===== config.mk =====
export PLATFORM = sky130hd
export DESIGN_NAME = regfile_wb
export DESIGN_NICKNAME = d
export VERILOG_FILES = /design/src/rtl/regfile_wb.sv
export SDC_FILE = /design/constraint.sdc
export NUM_CORES = 2
export LEC_CHECK = 0
export CELL_PAD_IN_SITES_DETAIL_PLACEMENT = 0
export CELL_PAD_IN_SITES_GLOBAL_PLACEMENT = 1
export CORE_MARGIN = 5
export CORE_UTILIZATION = 40
export CTS_CLUSTER_SIZE = 16
export DETAILED_ROUTE_END_ITERATION = 8
export PLACE_DENSITY_LB_ADDON = 0.12
export SETUP_SLACK_MARGIN = 0.15
export SLEW_MARGIN = 10
export SYNTH_ARGS = -nofsm -noshare
export SYNTH_HDL_FRONTEND = slang
export SYNTH_SLANG_ARGS = --single-unit

===== constraint.sdc =====
create_clock -name clk -period 6.05 [get_ports clk]
set_input_delay 0.9075 -clock clk [delete_from_list [all_inputs] [get_ports clk]]
set_output_delay 0.9075 -clock clk [all_outputs]
set_load 0.02 [all_outputs]

===== src/rtl/regfile_wb.sv =====
`default_nettype none
// ============================================================================
// Module   : regfile_wb
// Brief    : Writeback register file with two combinational read ports,
//            per-register busy scoreboard and committed-writeback counter.
//            Optional macro REGFILE_BYPASS_EN enables write-through forwarding.
// Revision : 1.0
// ============================================================================
module regfile_wb #(
    parameter int DATA_W   = 32,
    parameter int ADDR_W   = 5,
    parameter int NUM_REGS = 32
) (
    input  logic              clk,
    input  logic              rst_n,
    input  logic              wb_we,
    input  logic [ADDR_W-1:0] wb_rd,
    input  logic [DATA_W-1:0] wb_data,
    input  logic              iss_valid,
    input  logic [ADDR_W-1:0] iss_rd,
    input  logic [ADDR_W-1:0] rs1_addr,
    input  logic [ADDR_W-1:0] rs2_addr,
    output logic [DATA_W-1:0] rs1_data,
    output logic [DATA_W-1:0] rs2_data,
    output logic              rs1_busy,
    output logic              rs2_busy,
    output logic [31:0]       wb_count
);

    logic [DATA_W-1:0]   r_regs [NUM_REGS];
    logic [NUM_REGS-1:0] r_busy;
    logic [31:0]         r_wb_count;

    logic                w_commit;
    logic                w_issue;
    logic [NUM_REGS-1:0] w_busy_nxt;

    assign w_commit = wb_we && (wb_rd != '0);
    assign w_issue  = iss_valid && (iss_rd != '0);

    // Issue is applied after the clear so a same-register collision leaves
    // the new writer outstanding.
    always_comb begin
        w_busy_nxt = r_busy;
        if (w_commit) begin
            w_busy_nxt[wb_rd] = 1'b0;
        end
        if (w_issue) begin
            w_busy_nxt[iss_rd] = 1'b1;
        end
        w_busy_nxt[0] = 1'b0;
    end

    always_ff @(posedge clk or negedge rst_n) begin
        if (!rst_n) begin
            for (int i = 0; i < NUM_REGS; i++) begin
                r_regs[i] <= '0;
            end
            r_busy     <= '0;
            r_wb_count <= '0;
        end else begin
            if (w_commit) begin
                r_regs[wb_rd] <= wb_data;
                r_wb_count    <= r_wb_count + 32'd1;
            end
            r_busy <= w_busy_nxt;
        end
    end

    assign wb_count = r_wb_count;

    always_comb begin
        rs1_data = (rs1_addr == '0) ? '0 : r_regs[rs1_addr];
        rs2_data = (rs2_addr == '0) ? '0 : r_regs[rs2_addr];
        rs1_busy = r_busy[rs1_addr];
        rs2_busy = r_busy[rs2_addr];
`ifdef REGFILE_BYPASS_EN
        // w_commit already excludes r0, so r0 is never forwarded.
        if (w_commit && (rs1_addr == wb_rd)) begin
            rs1_data = wb_data;
            rs1_busy = w_issue && (iss_rd == wb_rd);
        end
        if (w_commit && (rs2_addr == wb_rd)) begin
            rs2_data = wb_data;
            rs2_busy = w_issue && (iss_rd == wb_rd);
        end
`endif
    end

endmodule
`default_nettype wire

After elaboration in Yosys (flattened, before gate mapping). Cells that the tools add are included.

Register bits after elaboration: 1087. Logic and storage cells: 81.

Add/sub/neg operators: 1. Order comparisons: 10. Multiplexer cells: 21. Bitwise gates (word level): 6. Reduce and logical (&&, ||, !) cells: 9.

Operators by type and width (number): bitwise mux 1024 bit (1); binary-select mux 32 bit (select 5 bit) (2); 2-to-1 mux 32 bit (9); demux 32 bit (select 5 bit) (1); adder 32 x 1 -> 32 bit (second input constant) (1); AND 32 bit (1); NOT 32 bit (1); bitwise OR 32 bit (1); less-than comparator 5 x 6 -> 1 bit (second input constant) (4); greater-or-equal comparator 6 bit (second input constant) (3); NOT 5 -> 6 bit (3); binary-select mux 1 bit (select 5 bit) (2); demux 1 bit (select 5 bit) (2); greater-or-equal comparator 5 x 1 -> 1 bit (second input constant) (2); zero test 5 bit (2); nonzero test 5 bit (2); less-than comparator 6 x 1 -> 1 bit (second input constant) (1); logical AND 1 bit (5); 2-to-1 mux 1 bit (4).

Depth between registers and ports, before layout.
Depth after elaboration: 9. Gate-level depth with buffers: 9. Gate-level depth less buffers: 4.

Worst setup path before layout. No wires, ideal clock.

Path type: input -> output. Start: in rs2_addr[0]. End: out rs2_data[10]. Arrival time: 2716 ps. Data required time: 5142 ps. Slack: 2426 ps. Stages: 8. Buffers on the path: 5. Cell sequence: buf_2 buf_4 inv_1 buf_2 buf_4 clkbuf_1 o2111ai_1 a311oi_1.

Word-level cells in the longest chain between the ends: 5. Elaborated cells on any way between the ends: 6.

RTL lines: start, declared (RTL line 22) `input logic [ADDR_W-1:0] rs2_addr,`; NOT 5 -> 6 bit (not written as such) (RTL line 74) `rs2_data = (rs2_addr == '0) ? '0 : r_regs[rs2_addr];`; binary-select mux 32 bit (select 5 bit) (RTL line 74); 2-to-1 mux 32 bit (not written as such) (2 in series) (RTL line 74); 2-to-1 mux 32 bit * (RTL line 74); end, declared (RTL line 24) `output logic [DATA_W-1:0] rs2_data,`.

Mark *: on every way between the ends. The rest lies on a longest branch, timed or not. The select of a mux whose other input is x is not followed.

Worst setup path in the final report.
Start: in rs2_addr[2]. End: out rs2_data[16].

Same word-level chain as after synthesis.

==> out/results.tsv <==
metric	value	unit
status	completed	
Reg-to-Reg Start	wb_count[11]	
post-synth top area share	0.474	
Arr. time, crit path	4.28	ns
#FFs+latches synth	1087	
maxcap violations	0	
DR WL/cell	33.6	um
CTS H-Tree Depth	4	
I/O Buffers	153	
Placement Setup Slack	0.888	ns
register area share after synthesis	0.474	
die area	0.151	mm2
Clk network pwr share	0.363	
Flop pwr share	0.437	
Unique masters post-synth	48	
GRT Resource Usage Total	0.258	
total gr overflow	0	
Die W	389	um
share of layout cells above drive strength 1	0.480	
Iter 0 DRT Violations	2816	
worst-case clock buffer depth	3	
core area	0.143	mm2
Fmax achieved	0.193	GHz
# rows	139	
post-CTS sizing	0	
Die Y	389	um
Root Buffer	clkbuf_16	
DRC viols	0	
Layout Cells excl Fill	5822	
Synth area leader	dfrtp_1	
Max Clock Skew	0.00542	ns
pin count of the biggest net entering global routing	163	
Slew HR	0.150	
sw power	6.13	mW
post-synth design cell area	0.0574	mm2
Final Hold Viols	0	
I/O pins	154	
Area Overhead vs Synth	13.8	%
Post-CTS Setup Bufs	0	
top_reg_cell synth	dfrtp_1	
Worst R2R End	wb_count[31]	
top-count cell post-synth	dfrtp_1	
async set-reset flop share out of synthesis	1.00	
DRT antenna net count	0	
fin util	0.456	
Final HPWL DP	112	mm
Pins Over Slew Limit	0	
final wirelength	195	mm
final net count	3870	
r2r worst-path depth	4	
Fillers	12700	
DR pass1 iterations	7	
Critical Path RT	5.14	ns
CTS Hold Buffers Added	0	
setup_tns	0	ns
Num CTS Buffers	133	
synthesis warning total	0	
Logic pwr share	0.200	
crit path kind	input port to output pin	
clk slew on worst S/H paths	0.06	ns
P per Cell Area	339	mW/mm2
Worst-Margin Slew	1.27	ns
final worst-path cycle share	0.857	
Worst Setup Start Kind	input port	
reg2reg setup slack	4.07	ns
Setup violations, final	0	
CTS tree	done	
Hold Crit Class	input port to asynchronous set/reset pin	
vias per inst	6.25	
syn avg cell area	14.9	um2
Int Pwr	16.0	mW
vias	36400	
maximum vdd drop	0.216	mV
GPL Wtd Cong	0.764	
EDFF count, synth	0	
Worst Path Max Fanout	71	
Post-synth top cells	dfrtp_1 (1,087), mux2_2 (1,026), mux4_2 (466)	
dpl cells	5581	
critical path endpoint category	output pin	
switching share of power	0.276	
synth top area cells	dfrtp_1 (47%), mux2_2 (20%), mux4_2 (18%)	
Mapped Nets	3917	
fin worst setup slack	0.862	ns
RSZ-0062 raised after global routing	no	
Fin Hold WS	0.115	ns
Pleak	28.0	nW
number of global-route vias before repair	38500	
Syn Inst Count	3860	
initial antenna violation count	6	
Min Clock Period, post-route	5.19	ns
Initial Utilization	0.401	
first-pass GRT wire length	284	mm
Sink Count	1087	
worst skew pair latency	0.76	ns
per-layer routing:
| layer | track usage | share of wire | vias up | routed length, um |
|---|---|---|---|---|
| met4 | 0.0837 | 0.034 | 2 | 6640 |
| li1 | - | - | 14900 | - |
| met2 | 0.405 | 0.47 | 1170 | 91500 |
| met3 | 0.0541 | 0.060 | 328 | 11600 |
| met1 | 0.360 | 0.44 | 19900 | 85600 |
| met5 | 0 | 0.000046 | - | 9 |
power groups by stage:
stage,Sequential (mW),Combinational (mW),Clock (mW)
floorplan,9.43,3.27,0
global placement,9.75,4.39,0
detailed placement,9.77,4.45,0
CTS,9.65,4.47,8.25
global route,9.85,4.76,8.54
finish,9.69,4.42,8.06
worst max-delay path, cell delays in order:
cell and delay [ns]:
buf_8 0.55, or4_2 0.52, buf_4 0.51, o21ai_0 0.18, a311oi_1 0.62, buf_4 0.25
clkdlybuf4s50_1 0.60
sequential cells by signal (all words and copies together) (netlist names):
register  flops
r_busy       31
r_regs     1024
wb_count     32
layout make-up:
type	count	area (um2)	share of cell area
timing repair buffer	266	2770	0.0424
antenna	3	7.51	0.000115
inverter	20	80.1	0.00123
multi-input combinational	2305	28500	0.436
clock buffer	202	4080	0.0624
tap	1903	2380	0.0365
clock inverter	36	324	0.00496
sequential	1087	27200	0.416
cells in the final DEF, fill, tap and decap left out, drive strengths merged, types with 13 or more instances in the layout:
cell type,synthesis,final
a211oi,32,32
a221o,32,32
a221oi,48,48
a22oi,64,64
a311oi,32,32
a31oi,32,32
buf,195,124
clkbuf,253,202
clkdlybuf4s50,0,142
clkinv,0,24
dfrtp,1087,1087
inv,20,27
mux2,1026,1026
mux2i,194,194
mux4,466,466
nand2,69,69
nor2,20,20
nor2b,44,44
nor3,13,13
nor4,16,16
o2111ai,17,17
o21ai,83,83
o22ai,13,13
xor2,22,22
worst max path at each step:
stage / startpoint / to / slack, ns / cells after the start
after detailed placement: rs2_addr[2] / rs2_data[16] / 0.89 / 7
after CTS: rs2_addr[2] / rs2_data[16] / 0.88 / 7
final: rs2_addr[2] / rs2_data[16] / 0.86 / 7
after floorplan: rs2_addr[0] / rs2_data[10] / 2.43 / 8
after global placement: rs2_addr[2] / rs2_data[16] / 0.92 / 7
after global routing: rs2_addr[2] / rs2_data[16] / 0.80 / 7
logic make-up after synthesis:
kind of cell             after synthesis  synth area share
flip-flops                          1087             0.474
XOR/XNOR                              31           0.00473
adder cells (fa/ha/maj)                1          0.000218
AND/OR/NAND/NOR                      215            0.0197
multiplexers                        1686             0.418
buffers and inverters                468            0.0355
AO/OA/AOI/OAI                        372            0.0480
per-stage QoR:
step	area [um2]	power, mW
6_report	65300	22.2
5_1_grt	65300	23.2
4_1_cts	65300	22.4
3_5_place_dp	60900	14.2
3_3_place_gp	60900	14.1
2_1_floorplan	57400	12.7
Note: power is estimated with default switching activity, not from simulation.
